**config.mk**
```make
export PLATFORM = sky130hd
export DESIGN_NAME = ram_b_streamer
export DESIGN_NICKNAME = d
export VERILOG_FILES = /design/src/rtl/ram_stream_pkg.sv /design/src/rtl/stream_fifo.sv /design/src/rtl/ram_b_streamer.sv
export SDC_FILE = /design/constraint.sdc
export NUM_CORES = 1
export LEC_CHECK = 0
export ABC_AREA = 1
export ABC_CLOCK_PERIOD_IN_PS = 2310
export BUFFER_PORTS_ARGS = -buffer_cell sky130_fd_sc_hd__clkbuf_2
export CORE_UTILIZATION = 52
export DETAILED_ROUTE_END_ITERATION = 10
export GPL_TIMING_DRIVEN = 0
export MAX_ROUTING_LAYER = met4
export PLACE_DENSITY = 0.76
export RECOVER_POWER = 100
export SYNTH_ARGS = -nofsm -noshare
export SYNTH_HDL_FRONTEND = slang
export SYNTH_SLANG_ARGS = --single-unit
```
**constraint.sdc**
```tcl
create_clock -name clk -period 2.31 [get_ports clk]
set_input_delay 0.231 -clock clk [delete_from_list [all_inputs] [get_ports clk]]
set_output_delay 0.231 -clock clk [all_outputs]
set_load 0.05 [all_outputs]
```
**src/rtl/ram_stream_pkg.sv**
```systemverilog
// rtl/ram_stream_pkg.sv - shared types and defaults for RAM port-B streaming
package ram_stream_pkg;

  localparam int DEF_ADDR_W     = 11;
  localparam int DEF_DATA_W     = 8;
  localparam int DEF_RD_LAT     = 1;
  localparam int DEF_FIFO_DEPTH = 4;

  typedef enum logic [1:0] {
    ST_IDLE  = 2'd0,
    ST_RUN   = 2'd1,
    ST_DRAIN = 2'd2
  } stream_state_e;

endpackage

```
**src/rtl/stream_fifo.sv**
```systemverilog
// rtl/stream_fifo.sv - small synchronous FIFO with flush and occupancy count
module stream_fifo #(
  parameter int DEPTH = 4,
  parameter int WIDTH = 8,
  localparam int PW   = $clog2(DEPTH),
  localparam int CW   = PW + 1
) (
  input  logic             clk,
  input  logic             reset,
  input  logic             push,
  input  logic [WIDTH-1:0] push_data,
  input  logic             pop,
  input  logic             flush,
  output logic             full,
  output logic             empty,
  output logic [CW-1:0]    count,
  output logic [WIDTH-1:0] head
);

  logic [WIDTH-1:0] mem_q [DEPTH];
  logic [PW-1:0]    wr_ptr_q;
  logic [PW-1:0]    rd_ptr_q;
  logic [CW-1:0]    count_q;
  logic             do_push;
  logic             do_pop;

  assign full    = (count_q == CW'(DEPTH));
  assign empty   = (count_q == '0);
  assign count   = count_q;
  assign head    = mem_q[rd_ptr_q];
  assign do_push = push && !full;
  assign do_pop  = pop && !empty;

  // Storage, pointers and occupancy; flush drops contents but keeps stale data words.
  always_ff @(posedge clk) begin
    if (reset) begin
      wr_ptr_q <= '0;
      rd_ptr_q <= '0;
      count_q  <= '0;
      for (int i = 0; i < DEPTH; i++) begin
        mem_q[i] <= '0;
      end
    end else if (flush) begin
      wr_ptr_q <= '0;
      rd_ptr_q <= '0;
      count_q  <= '0;
    end else begin
      if (do_push) begin
        mem_q[wr_ptr_q] <= push_data;
        wr_ptr_q        <= wr_ptr_q + 1'b1;
      end
      if (do_pop) begin
        rd_ptr_q <= rd_ptr_q + 1'b1;
      end
      case ({do_push, do_pop})
        2'b10:   count_q <= count_q + 1'b1;
        2'b01:   count_q <= count_q - 1'b1;
        default: count_q <= count_q;
      endcase
    end
  end

endmodule

```
**src/rtl/ram_b_streamer.sv**
```systemverilog
// rtl/ram_b_streamer.sv - streams a contiguous byte range from RAM port B
module ram_b_streamer
  import ram_stream_pkg::*;
#(
  parameter int ADDR_W     = DEF_ADDR_W,
  parameter int DATA_W     = DEF_DATA_W,
  parameter int RD_LAT     = DEF_RD_LAT,
  parameter int FIFO_DEPTH = DEF_FIFO_DEPTH
) (
  input  logic              clk,
  input  logic              reset,
  input  logic              start,
  input  logic [ADDR_W-1:0] base_addr,
  input  logic [ADDR_W:0]   length,
  input  logic              abort,
  output logic              busy,
  output logic              done,
  output logic [ADDR_W-1:0] address_b,
  input  logic [DATA_W-1:0] q_b,
  output logic              m_valid,
  output logic [DATA_W-1:0] m_data,
  input  logic              m_ready
);

  localparam int LW  = ADDR_W + 1;
  localparam int FCW = $clog2(FIFO_DEPTH) + 1;
  localparam int OCW = $clog2(FIFO_DEPTH + RD_LAT + 2) + 1;

  stream_state_e     state_q, state_d;
  logic [ADDR_W-1:0] address_b_q, address_b_d;
  logic [LW-1:0]     remain_q, remain_d;
  logic              done_q, done_d;
  // Bit 0 marks a read whose address sits in address_b this cycle; bit RD_LAT
  // marks the cycle its data is present on q_b.
  logic [RD_LAT:0]   inflight_q, inflight_d;

  logic              issue;
  logic              flush;
  logic              can_issue;
  logic [OCW-1:0]    occ;

  logic              fifo_push;
  logic              fifo_pop;
  logic              fifo_full;
  logic              fifo_empty;
  logic [FCW-1:0]    fifo_count;
  logic [DATA_W-1:0] fifo_head;

  assign fifo_push = inflight_q[RD_LAT] && !fifo_full;
  assign fifo_pop  = !fifo_empty && m_ready;

  assign busy      = (state_q != ST_IDLE);
  assign done      = done_q;
  assign address_b = address_b_q;
  assign m_valid   = !fifo_empty;
  assign m_data    = fifo_head;

  stream_fifo #(
    .DEPTH (FIFO_DEPTH),
    .WIDTH (DATA_W)
  ) u_out_fifo (
    .clk       (clk),
    .reset     (reset),
    .push      (fifo_push),
    .push_data (q_b),
    .pop       (fifo_pop),
    .flush     (flush),
    .full      (fifo_full),
    .empty     (fifo_empty),
    .count     (fifo_count),
    .head      (fifo_head)
  );

  // Credit: everything already buffered or on its way, net of this cycle's pop, must leave room.
  always_comb begin
    occ = OCW'(fifo_count);
    for (int i = 0; i < RD_LAT; i++) begin
      occ = occ + OCW'(inflight_q[i]);
    end
    occ = occ + OCW'(fifo_push);
    if (fifo_pop) begin
      occ = occ - OCW'(1);
    end
    can_issue = (occ < OCW'(FIFO_DEPTH));
  end

  // Next-state logic: the first read issues on the start cycle itself so address_b is live in cycle 1.
  always_comb begin
    state_d     = state_q;
    address_b_d = address_b_q;
    remain_d    = remain_q;
    done_d      = 1'b0;
    issue       = 1'b0;
    flush       = 1'b0;
    case (state_q)
      ST_IDLE: begin
        if (start) begin
          if (length == '0) begin
            done_d = 1'b1;
          end else begin
            issue       = 1'b1;
            address_b_d = base_addr;
            remain_d    = length - LW'(1);
            state_d     = (length == LW'(1)) ? ST_DRAIN : ST_RUN;
          end
        end
      end
      ST_RUN: begin
        if (abort) begin
          flush   = 1'b1;
          state_d = ST_IDLE;
        end else if (can_issue) begin
          issue       = 1'b1;
          address_b_d = address_b_q + 1'b1;
          remain_d    = remain_q - LW'(1);
          if (remain_q == LW'(1)) begin
            state_d = ST_DRAIN;
          end
        end
      end
      ST_DRAIN: begin
        if (abort) begin
          flush   = 1'b1;
          state_d = ST_IDLE;
        end else if (fifo_pop && (fifo_count == FCW'(1)) && (inflight_q == '0)) begin
          done_d  = 1'b1;
          state_d = ST_IDLE;
        end
      end
      default: begin
        state_d = ST_IDLE;
      end
    endcase
    if (flush) begin
      inflight_d = '0;
    end else begin
      inflight_d = {inflight_q[RD_LAT-1:0], issue};
    end
  end

  // State, address, count and in-flight registers.
  always_ff @(posedge clk) begin
    if (reset) begin
      state_q     <= ST_IDLE;
      address_b_q <= '0;
      remain_q    <= '0;
      done_q      <= 1'b0;
      inflight_q  <= '0;
    end else begin
      state_q     <= state_d;
      address_b_q <= address_b_d;
      remain_q    <= remain_d;
      done_q      <= done_d;
      inflight_q  <= inflight_d;
    end
  end

endmodule

```
# After elaboration in Yosys (flattened, before gate mapping)
# Memories as Yosys holds them, arrays and structs flattened. A register that Yosys moved wholly into a read port is not among the register bits.
# Cells that the tools add are included.
dict set report word_totals {
  out_inout_bits 22
  elab_cells 99
  rom_bits 0
  input_bits 36
  latch_bits 0
  n_memories 1
  regBits 35
  ramBits 32
}
# name depth word_bits rd rd_clocked_by_memory_dff write_ports line_no
set memory_table {}
lappend memory_table {u_out_fifo.mem_q 4 8 1 1 4 stream_fifo.sv:20} ;# logic [WIDTH-1:0] mem_q [DEPTH];
dict set report classes {
  addsub 10
  magnitude_cmp 1
  div 0
  n_reduce_logical 20
  shift 0
  eq_ne 15
  n_bitwise 0
  n_mux 44
  mul 0
}
# operator count
set ops {}
lappend ops {{$mux 12} 4}
lappend ops {{$mux 11} 4}
lappend ops {{$eq 12x1->1 const B} 2}
lappend ops {{$pmux 12 s2} 1}
lappend ops {{$sub 12x1->12 const B} 2}
lappend ops {{$mux 2} 11}
lappend ops {{$pmux 11 s2} 1}
lappend ops {{$mux 1} 17}
lappend ops {{$logic_not 12->1} 1}
lappend ops {{$add 11x1->11 const B} 1}
lappend ops {{$reduce_and 5->1} 2}
lappend ops {{$ne 3x3->1 const B} 3}
lappend ops {{$mux 8} 1}
lappend ops {{$ne 2x2->1 const B} 4}
lappend ops {{$reduce_or 8->1} 1}
lappend ops {{$logic_and 1x1->1} 6}
lappend ops {{$pmux 2 s3} 1}
lappend ops {{$pmux 3 s2} 1}
lappend ops {{$reduce_bool 2->1} 3}
lappend ops {{$add 2x1->2 const B} 2}
lappend ops {{$add 3x1->4} 1}
lappend ops {{$add 4x1->4} 1}
lappend ops {{$eq 2x1->1 const B} 2}
lappend ops {{$eq 2x2->1 const B} 2}
lappend ops {{12 further kinds} 16}

# Longest topological paths before layout
# Gate-level depths: netlist (run 1).
dict set report depth {
  depth_word 10
  depth_mapped 16
  ltp_nobuf 15
}

# Cells and area by module
# A second synthesis (run 1) with hierarchy kept.
dict set report unflattened {
  hier_cells 629
  hier_area_um2 4385.5
}
# module seq_area_each_um2 area_per_inst_um2 cells_each instances
set by_module_without_submodules {}
lappend by_module_without_submodules {ram_b_streamer 560.5 2472.4 441 1}
lappend by_module_without_submodules {stream_fifo 1141.1 1913.1 188 1}

# Worst setup path after synthesis (run 1)
# No wires, ideal clock.
dict set report synth_path {
  kind {register to register}
  start {register u_out_fifo.count_q[0] (netlist: u_out_fifo.count[0])}
  end {memory u_out_fifo.mem_q[2][0], enable pin}
  synth_period_minus_slack_ns 2.552
  path_buffers 0
  required_ns 1.926
  path_stages_with_launch 10
  setup_time_ns 0.384
  path_slack_ns -0.242
  arrival_time_ns 2.168
  path_cell_list {dfxtp_1 -> inv_1 -> ha_1 -> a21oi_1 -> inv_1 -> nor2_1 -> inv_2 -> nor2_1 -> inv_1 -> o21ai_0}
}
# item line_no
set synth_lines {}
lappend synth_lines {{start: declaration} stream_fifo.sv:23} ;# logic [CW-1:0] count_q;
lappend synth_lines {{start signal: assignment} stream_fifo.sv:56} ;# 2'b10: count_q <= count_q + 1'b1;
lappend synth_lines {{start signal: assignment} stream_fifo.sv:57} ;# 2'b01: count_q <= count_q - 1'b1;
lappend synth_lines {{start signal: assignment} stream_fifo.sv:58} ;# default: count_q <= count_q;
lappend synth_lines {{end: declaration} stream_fifo.sv:20}

# Worst setup path in the final report (run 1)
dict set report layout_path {
  start {register u_out_fifo.count_q[1] (netlist: u_out_fifo.count[1])}
  end {register address_b_q[6] (netlist: address_b[6])}
}
dict set report layout_via {
  elab_chain_len 9
  word_cells_on_any_way 13
  classes_between {add/sub (3); order compare (1); eq/ne (2); mux (1); reduce/logical (6)}
}
# item line_no
set layout_rtl {}
lappend layout_rtl {{branches (longest 5 deep; another with $add 3x1->4)} -}
lappend layout_rtl {{$mux 4 (*)} ram_b_streamer.sv:81} ;# if (fifo_pop) begin
lappend layout_rtl {{$lt 4x3->1 (*)} ram_b_streamer.sv:84} ;# can_issue = (occ < OCW'(FIFO_DEPTH));
lappend layout_rtl {{$ne 2x2->1 (no line) (*)} -}
lappend layout_rtl {{$reduce_and 5->1 (no line) (*)} -}
lappend layout_rtl {{end signal: assignment} ram_b_streamer.sv:151} ;# address_b_q <= address_b_d;
lappend layout_rtl {{end: declaration} ram_b_streamer.sv:30} ;# logic [ADDR_W-1:0] address_b_q, address_b_d;
# Every way passes the cells marked *.
# A chain may end at the register's enable or synchronous reset.

==> summary.txt, run 1 <==
GRT
  – Initial antenna violation count: 0
  – Pin count of the biggest net entering global routing: 15
  – Gr ovfl total: 0
  – Number of global-route vias before repair: 3816
  – All-Layer GR Usage: 26.7%
  – First-pass GRT wire length: approximately 17000 µm

Flow run
  – Maxcap violations: 0

Drt
  – Post-Route WL: approximately 11000 µm
  – DRC: 0
  – Vias/cell: ~5.3
  – Initial DRC count: approximately 240
  – Post-route antenna net violation count: 0
  – TritonRoute pass-1 iters: 5
  – Vias after detailed routing: just over 4000
  – WL per Instance: ~14 µm

Critical path
  – Setup CP Type: reg -> reg
  – Worst path bufs/invs: 2
  – Critical path arrival: 2.56 ns
  – CP top delay family: simple AND/OR/NAND/NOR gates
  – CP endpoint kind: register
  – CP required: 2.56 ns
  – Critical-path top delay cell: fa_2
  – Worst setup SP type: register
  – Crit path cell chain: inv_2 -> ha_4 -> a21oi_4 -> fa_2 -> ha_4 -> nor2_4 -> nand3_2 -> nand2_1 -> nand4_1 -> nand2_4 -> nand2_4 -> buf_8 -> nor2_1 -> nor2_1
  – Max incr delay on CP: between 0.3 and 0.4 ns
  – Worst-path maximum fanout: 5

Logic synthesis
  – Mapped Area: about 4100 µm²
  – Seq/Total Area, Yosys: about 41%
  – Top post-synthesis cells by area: edfxtp_1 23%, dfxtp_1 18%, nor2_1 12%
  – Area leader, netlist: edfxtp_1
  – Syn avg cell area: 6.94 µm²
  – Ys Warns: 0
  – Yosys cell types: 32
  – Top cell type's share of synthesized area: about a quarter
  – Top FF cell, synth: dfxtp_1
  – Post-synthesis register bit count: between 60 and 70
  – Top post-synthesis cells by count: 137 x nor2_1, 130 x nand2_1, 70 x inv_1
  – EDFF count, synth: 32
  – Most numerous cell in the Yosys netlist: nor2_1
  – Synth Net Count: between 600 and 700
  – Fraction of registers with async set or reset after synthesis: 0%
  – Syn Inst Count: slightly below 600

Layout
  – Post-layout util: ~66%
  – Nets: ~730
  – Area growth, synth to finish: 23.0%
  – Fillers: approximately 660
  – Register area: 1710 µm²
  – Inserted Diodes: 0
  – Share of cells above drive strength 1: between 10% and 20%
  – Area of the multi-input gates: between 2000 and 2500 µm²

STA
  – Clock Skew: 0.0143 ns
  – Setup violations, final: 0
  – Max-slew violations: 0
  – RSZ-0062 raised after global routing: true
  – Fin worst setup slack: roughly 0.0013 ns
  – Final hold vios: 0
  – Slew at the pin with the worst max-slew slack: 0.799 ns
  – Final worst-path cycle share: between 90% and 100%
  – Final min period: approximately 2.3 ns
  – F_max: 433 MHz
  – Worst slew margin: 46.8%

Placement
  – Gpl congestion: between 0.9 and 1
  – DP Worst Slack: -0.555 ns
  – Port buffer count: 57
  – DP Wirelength: approximately 7200 µm

CTS
  – H-tree depth: 3
  – Clk sinks: 69
  – Root buf cell: clkbuf_8
  – Longest Clk Path Bufs: 2
  – TritonCTS Buffers: 9
  – CTS tree: yes
  – Worst-Skew Late Latency: ~0.36 ns
  – CTS clk-pin slew, worst paths: 0.08 ns

Floorplanning
  – Die Width: 91.1 µm
  – Core area: approximately 7700 µm²
  – IO Pins: 58
  – Die ar.: a little over 8000 µm²
  – Initial core utilization: roughly 54%
  – Row cnt: 32
  – Die Ht: about 90 µm

Power
  – Worst vdd ir: ~0.74 mV
  – Pwr Density: roughly 1300 nW/µm²
  – Leakage power: 2.36 nW

Hold path
  – Hold Path Class: in -> reg

Run status
  – Run status: finished, final reports clean
## metrics by stage
step | hold WS [ns] | power (mW) | area, µm² | TNS [ns] | cells
2_1_floorplan | 0.372 | 4.21 | 4160 | 0 | 595
3_3_place_gp | 0.454 | 4.86 | 4570 | -15.22 | 754
3_5_place_dp | 0.463 | 4.93 | 4570 | -17.03 | 754
4_1_cts | 0.124 | 6.33 | 4970 | -0.00314 | 780
5_1_grt | 0.138 | 7.01 | 5080 | -4.07 | 787
6_report | 0.143 | 6.55 | 5080 | 0 | 787
## timing repair
item                       in CTS  in global routing
setup buffers                   9                  6
pin swaps                       6                  8
setup endpoints to repair      57                 61
hold buffers                    0                  0
cloned                          1                  2
gates resized for setup        19                 16
## kinds of logic after synthesis
kind of cell	share of synthesized area (%)
compound gates	9.79
xor+xnor	1.27
fa+ha+maj	4.73
buf+inv	8.76
flops	41.2
mux	0.485
simple gates	33.7
## tightest hold or removal path: stages
cell and delay, ns:
clkbuf_2 0.11, nand2_1 0.06, a21oi_1 0.05
## final cells by class
type                    count  area share, %
plain buffers              15           1.77
clock buffers               9           2.44
clock inverters             7           2.02
inverters                  75           5.59
multi-input cells         436           43.3
flip-flops and latches     69           33.6
well taps                 102           2.51
repair buffers             74           8.70
## path summary, 6_finish.rpt
path | from | to | slack [ns] | cells past startpoint
hold / removal | start | done | 0.14 | 3
hold reg to reg | u_out_fifo.rd_ptr_q[0] | register | 0.49 | 1
setup reg to reg | u_out_fifo.count[1] | address_b[6] | 0.001 | 14
setup / recovery | u_out_fifo.count[1] | address_b[6] | 0.001 | 14
## power breakdown
part	internal (mW)	switching [mW]
Sequential	1.56	0.250
Combinational	1.21	2.38
Clock	0.623	0.525
## flip-flops by register name, indices dropped and copies added (netlist names), named ones only
signal	cells
done	1
u_out_fifo.rd_ptr_q	2
u_out_fifo.wr_ptr_q	2
u_out_fifo.mem_q	32
address_b	11
remain_q	12
u_out_fifo.count	3
state_q	2
inflight_q	2
## placed cells by master (no fill, tap or decap), types with 4 or more instances in the layout
cell / n
dfxtp_1: 35
o22ai_1: 8
a21oi_1: 23
nor3_1: 6
nand3_1: 48
clkbuf_8: 9
xor2_1: 5
nor2_1: 134
o21ai_0: 35
inv_6: 4
clkbuf_2: 44
nand4_1: 6
nand2_2: 5
nand2_1: 125
edfxtp_1: 32
buf_4: 12
ha_1: 12
clkbuf_1: 23
inv_1: 67
inv_2: 6
## per-layer routing
metal  track usage [%]  routed length [µm]  up-vias  part of all wire (%)
li1                  -                   -     2087                     -
met1              31.7                4490     1899                    42
met2              45.1                5300      131                    50
met3              4.86                 579       20                   5.4
met4              10.6                 262        0                   2.5
met5                 -                   0        -                     0
Note: power is estimated with default switching activity, not from simulation.
==> run 2: changes to the inputs <==
- ABC_CLOCK_PERIOD_IN_PS: 2310 -> 1900
- clock period: 2.31 -> 1.9 ns (I/O delays scaled with it)
==> run 2 against run 1 <==
Effect of this change:
- the flow now finishes with violations (negative setup slack)
- critical endpoint is now remain_q[0]
- non-clock buffer count increased by 14
- combinational power grew 34%
- clock skew increased by 0.0018 ns
- critical path depth is 1 higher
- clock power up 3%
- utilization grew 4.0 points
- count of clock-buffer cells in the layout rose by 1
- global-route usage rose by 1.6 points
- setup slack worse by 0.44 ns
- highest routed layer unchanged
- largest power group unchanged
- register-to-register slack lost 0.44 ns
==> summary.txt, run 2 (synthesized netlist as in run 1, its figures left out) <==
STA
  – Worst slew margin: 32.9%
  – Max-slew violations: 0
  – Slew at the pin with the worst max-slew slack: between 1 and 1.5 ns
  – F_max: roughly 430 MHz
  – Setup violations, final: 85
  – Final worst-path cycle share: 123%
  – Fin worst setup slack: -0.443 ns
  – RSZ-0062 raised after global routing: true
  – Final hold vios: 0
  – Clock Skew: ~0.016 ns
  – Setup_tns: -18.22 ns
  – Fin Hold WS: 0.0895 ns
  – Final min period: between 2 and 2.5 ns

CTS
  – Longest Clk Path Bufs: 2
  – CTS clk-pin slew, worst paths: around 0.070 ns
  – Root buf cell: clkbuf_8
  – TritonCTS Buffers: 9
  – Cts hold-fix bufs: 0
  – CTS tree: yes
  – Clk sinks: a little under 70
  – H-tree depth: 3
  – Worst-Skew Late Latency: approximately 0.36 ns

Placement
  – DP Wirelength: roughly 7300 µm
  – Placed insts: roughly 750
  – Gpl congestion: about 0.95
  – Port buffer count: 57

GRT
  – Number of global-route vias before repair: about 4000
  – Gr ovfl total: 0
  – Pin count of the biggest net entering global routing: 14
  – First-pass GRT wire length: roughly 18000 µm
  – All-Layer GR Usage: about 28%
  – Initial antenna violation count: 0

Critical path
  – Worst r2r src: u_out_fifo.count[1]
  – Critical path arrival: around 2.6 ns
  – Worst-path maximum fanout: 5
  – R2r worst-path depth: 15
  – Critical path origin: u_out_fifo.count[1]
  – Setup CP Type: reg -> reg
  – CP required: 2.14 ns
  – Worst setup SP type: register
  – R2r setup slk: -0.44 ns
  – Worst r2r dst: remain_q[0]
  – CP endpoint kind: register
  – Critical path endpoint: remain_q[0]

Drt
  – Initial DRC count: 186
  – Post-route antenna net violation count: 0
  – DRC: 0
  – Post-Route WL: roughly 12000 µm
  – Vias/cell: around 5.4
  – TritonRoute pass-1 iters: 5
  – Vias after detailed routing: 4287
  – WL per Instance: ~15 µm

Power
  – Logic pwr share: 58.6%
  – NetSw: about 4.0 mW
  – Internal power consumption: approximately 4.2 mW
  – Clk pwr share: between 10 and 15%
  – Worst vdd ir: about 1.0 mV
  – Reg power frac: 26.9%
  – Pwr Density: around 1500 nW/µm²
  – Leakage power: 2.46 nW
  – Sw frac: 49.1%

Flow run
  – Maxcap violations: 0

Layout
  – Share of cells above drive strength 1: around a quarter
  – Max reg flops: 32
  – Area growth, synth to finish: 30.5%
  – Register area: ~1700 µm²
  – Biggest register: u_out_fifo.mem_q
  – Area of the multi-input gates: 2350 µm²
  – Fillers: approximately 630
  – Inserted Diodes: 0
  – Most common cell after layout, fill and taps aside: nor2_1
  – Post-layout util: about 70%
  – Non-Filler Instances: 801
  – Most frequent cells in the layout: 122 x nor2_1, 118 x nand2_1, 62 x inv_1
  – Nets: 745

Hold path
  – Hold Path Class: in -> reg

Floorplanning
  – Die ar.: around 8300 µm²
  – Initial core utilization: ~54%
  – IO Pins: 58
  – Die Ht: 91.1 µm
  – Die Width: slightly above 90 µm
  – Core area: 7690 µm²
  – Row cnt: 32

Run status
  – Failing checks: negative setup slack
  – Run status: finished, violations left
-- run 2: cell types whose count changed in the layout (fill, tap and decap cells not counted), sizes merged --
cell	delta
inv	-4
clkinvlp	+2
clkinv	+2
buf	+15
bufinv	-1
-- run 2: power groups by stage --
stage                     clock [mW]  sequential, mW  combinational, mW
final                           1.19            2.21               4.81
after global routing            1.25            2.26               5.25
after CTS                       1.20            2.19               4.49
after detailed placement           0            2.25               3.90
after global placement             0            2.24               3.83
after floorplan                    0            2.53               2.73
-- run 2: worst min path at each step --
stage	slack, ns	start	endpoint	cells past startpoint
6_report	0.09	start	done	3
5_1_grt	0.12	start	done	3
4_1_cts	0.08	start	done	3
3_5_place_dp	0.45	start	done	3
3_3_place_gp	0.45	start	done	3
2_1_floorplan	0.33	start	done	2
-- run 2: final cells by class --
cell class | instances | share of cell area, %
Buffer | 16 | 2.23
Sequential cell | 69 | 31.8
Clock buffer | 10 | 2.37
Clock inverter | 6 | 1.18
Timing Repair Buffer | 87 | 10.9
Multi-Input combinational cell | 436 | 43.6
Tap cell | 102 | 2.37
Inverter | 75 | 5.57
-- run 2: critical path, cell delays in order (launching register included) --
cell,delay (ns)
dfxtp_4,0.36
inv_4,0.06
ha_4,0.14
a21oi_4,0.06
fa_2,0.37
ha_4,0.24
nor2_4,0.10
nand3_2,0.09
nand2_1,0.06
nand4_1,0.11
nand2_2,0.16
buf_6,0.17
clkbuf_16,0.16
nand3_2,0.05
nand2_1,0.07
nor2_1,0.05
-- run 2: timing repair --
item / 4_1_cts / 5_1_grt
buffers inserted: 17 / 9
setup endpoints to repair: 77 / 66
pin swaps: 15 / 16
gates resized for setup: 48 / 33
cloned: 3 / 2
-- run 2: stage by stage --
stage / instance area (µm²) / power (mW) / setup slack (ns)
floorplan: 4270 / 5.26 / -0.285
detailed placement: 4680 / 6.15 / -0.524
finish: 5390 / 8.22 / -0.443
CTS: 5190 / 7.88 / -0.422
global placement: 4680 / 6.07 / -0.501
global route: 5390 / 8.76 / -0.581
-- run 2: metal layers --
metal	GRT usage, %	wire length [µm]	share of wire, %	vias up
li1	-	-	-	2118
met1	33.6	4730	41	1960
met2	48.0	5800	50	172
met3	5.03	798	6.9	37
met4	11.1	318	2.7	0
met5	-	0	0	-
==> run 3: changes to the inputs <==
- ABC_CLOCK_PERIOD_IN_PS: 1900 -> 2100
- clock period: 1.9 -> 2.1 ns (I/O delays scaled with it)
==> run 3 against run 2 <==
Effect of this change:
- the flow still finishes with violations (negative setup slack)
- clock power increased by 8%
- design area decreased by 5.0%
- global-route usage decreased by 0.92 points
- via count decreased by 3.5%
- flip-flop and latch count unchanged
- critical path depth unchanged
- critical path type unchanged
==> summary.txt, run 3 (synthesized netlist as in run 1, its figures left out) <==
Run status
  – Run status: finished, violations left
  – Failing checks: negative setup slack

Critical path
  – CP endpoint kind: register
  – CP required: approximately 2.4 ns
  – Setup CP Type: reg -> reg
  – Max incr delay on CP: ~0.38 ns
  – CP top delay family: simple AND/OR/NAND/NOR gates
  – Worst setup SP type: register
  – Worst-path maximum fanout: 7
  – Critical-path top delay cell: fa_2
  – Worst path bufs/invs: 2
  – Crit path cell chain: inv_4 -> ha_4 -> a21oi_4 -> fa_2 -> ha_4 -> nor2_4 -> nand3_2 -> nand2_1 -> nand4_1 -> nand2_2 -> nand2_4 -> buf_6 -> nand2_2 -> nand2_1 -> nor2_1
  – Critical path arrival: between 2 and 3 ns

Layout
  – Non-Filler Instances: around 790
  – Most common cell after layout, fill and taps aside: nor2_1
  – Nets: between 700 and 800
  – Share of cells above drive strength 1: a little over a fifth
  – Biggest register: u_out_fifo.mem_q
  – Area growth, synth to finish: 24.0%
  – Most frequent cells in the layout: 127 x nor2_1, 123 x nand2_1, 66 x inv_1
  – Inserted Diodes: 0
  – Max reg flops: 32

STA
  – Clock Skew: about 0.0087 ns
  – Final hold vios: 0
  – F_max: around 430 MHz
  – Slew at the pin with the worst max-slew slack: approximately 0.84 ns
  – RSZ-0062 raised after global routing: true
  – Fin worst setup slack: -0.200 ns
  – Final min period: 2.30 ns
  – Setup violations, final: 24
  – Max-slew violations: 0
  – Worst slew margin: between 40% and 50%
  – Final worst-path cycle share: 110%

Placement
  – DP Worst Slack: -0.525 ns
  – DP Wirelength: 7460 µm
  – Port buffer count: 57
  – Placed insts: between 700 and 800
  – Gpl congestion: around 1.0

CTS
  – Worst-Skew Late Latency: between 0.3 and 0.4 ns
  – Cts hold-fix bufs: 0
  – Root buf cell: clkbuf_8
  – H-tree depth: 3
  – Longest Clk Path Bufs: 2
  – CTS clk-pin slew, worst paths: roughly 0.090 ns
  – TritonCTS Buffers: 9
  – CTS tree: yes
  – Clk sinks: slightly below 70

GRT
  – Number of global-route vias before repair: 3881
  – Pin count of the biggest net entering global routing: 15
  – Initial antenna violation count: 0
  – All-Layer GR Usage: between 20% and 30%
  – First-pass GRT wire length: approximately 18000 µm
  – Gr ovfl total: 0

Drt
  – Post-route antenna net violation count: 0
  – DRC: 0
  – Vias after detailed routing: about 4100
  – WL per Instance: around 14 µm
  – Initial DRC count: about 240
  – Vias/cell: 5.26
  – TritonRoute pass-1 iters: 5
  – Post-Route WL: approximately 11000 µm

Floorplanning
  – IO Pins: between 50 and 60
  – Die Ht: around 91 µm
  – Row cnt: 32
  – Die Width: slightly above 90 µm
  – Initial core utilization: roughly 54%
  – Core area: roughly 7700 µm²
  – Die ar.: 8300 µm²

Power
  – Pwr Density: around 1400 nW/µm²
  – Worst vdd ir: just under 0.9 mV
  – Leakage power: between 2 and 2.5 nW

Hold path
  – Hold Path Class: in -> reg

Flow run
  – Maxcap violations: 0
==> run 3: final cells by class <==
cell class	count	area, µm²
Clock buffer	9	124
Clock inverter	7	103
Sequential cell	69	1710
Multi-Input combinational cell	435	2250
Timing Repair Buffer	73	417
Fill cell	662	2570
Inverter	75	287
Tap cell	102	128
Buffer	16	95.1
==> run 3: report_power, final <==
part	total, mW	internal, mW	switching [mW]
Sequential	2.00	1.72	0.283
Clock	1.28	0.686	0.594
Combinational	3.92	1.28	2.64
==> run 3: what timing repair did <==
item	CTS	global route
cloned	1	0
pin swaps	10	10
resized for setup	16	19
endpoints found under the setup margin	72	64
setup buffers	12	3
==> run 3: final timing paths <==
kind / from / endpoint / slack [ns] / depth (start not counted)
setup / recovery: u_out_fifo.count[1] / address_b[7] / -0.20 / 15
hold / removal: start / done / 0.11 / 3
setup reg to reg: u_out_fifo.count[1] / address_b[7] / -0.20 / 15
hold reg to reg: u_out_fifo.rd_ptr_q[0] / register / 0.49 / 1
==> run 3: stage by stage <==
step	util (%)	TNS [ns]	area, µm²	total power, mW	hold WS [ns]
after CTS	65.7	-4.56	5050	7.03	0.106
after global routing	66.6	-6.69	5120	7.67	0.138
final	66.6	-3.52	5120	7.20	0.114
after global placement	60.7	-18.13	4670	5.47	0.455
after detailed placement	60.7	-19.19	4670	5.56	0.466
after floorplan	-	-1.55	4250	4.75	0.351
==> run 3: worst reg2reg max path: cells and delay by family (launching register included) <==
kind | cells | cell delay (ns)
compound gates | 1 | 0.06
simple gates | 9 | 0.87
buf+inv | 2 | 0.22
flops | 1 | 0.37
fa+ha+maj | 3 | 0.75
==> run 3: layer usage <==
metal	share of wire (%)	wire [µm]	GRT usage (%)	up-vias
li1	-	-	-	2076
met1	42	4560	32.1	1919
met2	51	5560	48.3	121
met3	4.4	476	3.18	20
met4	2.0	218	10.4	0
met5	0	0	-	-
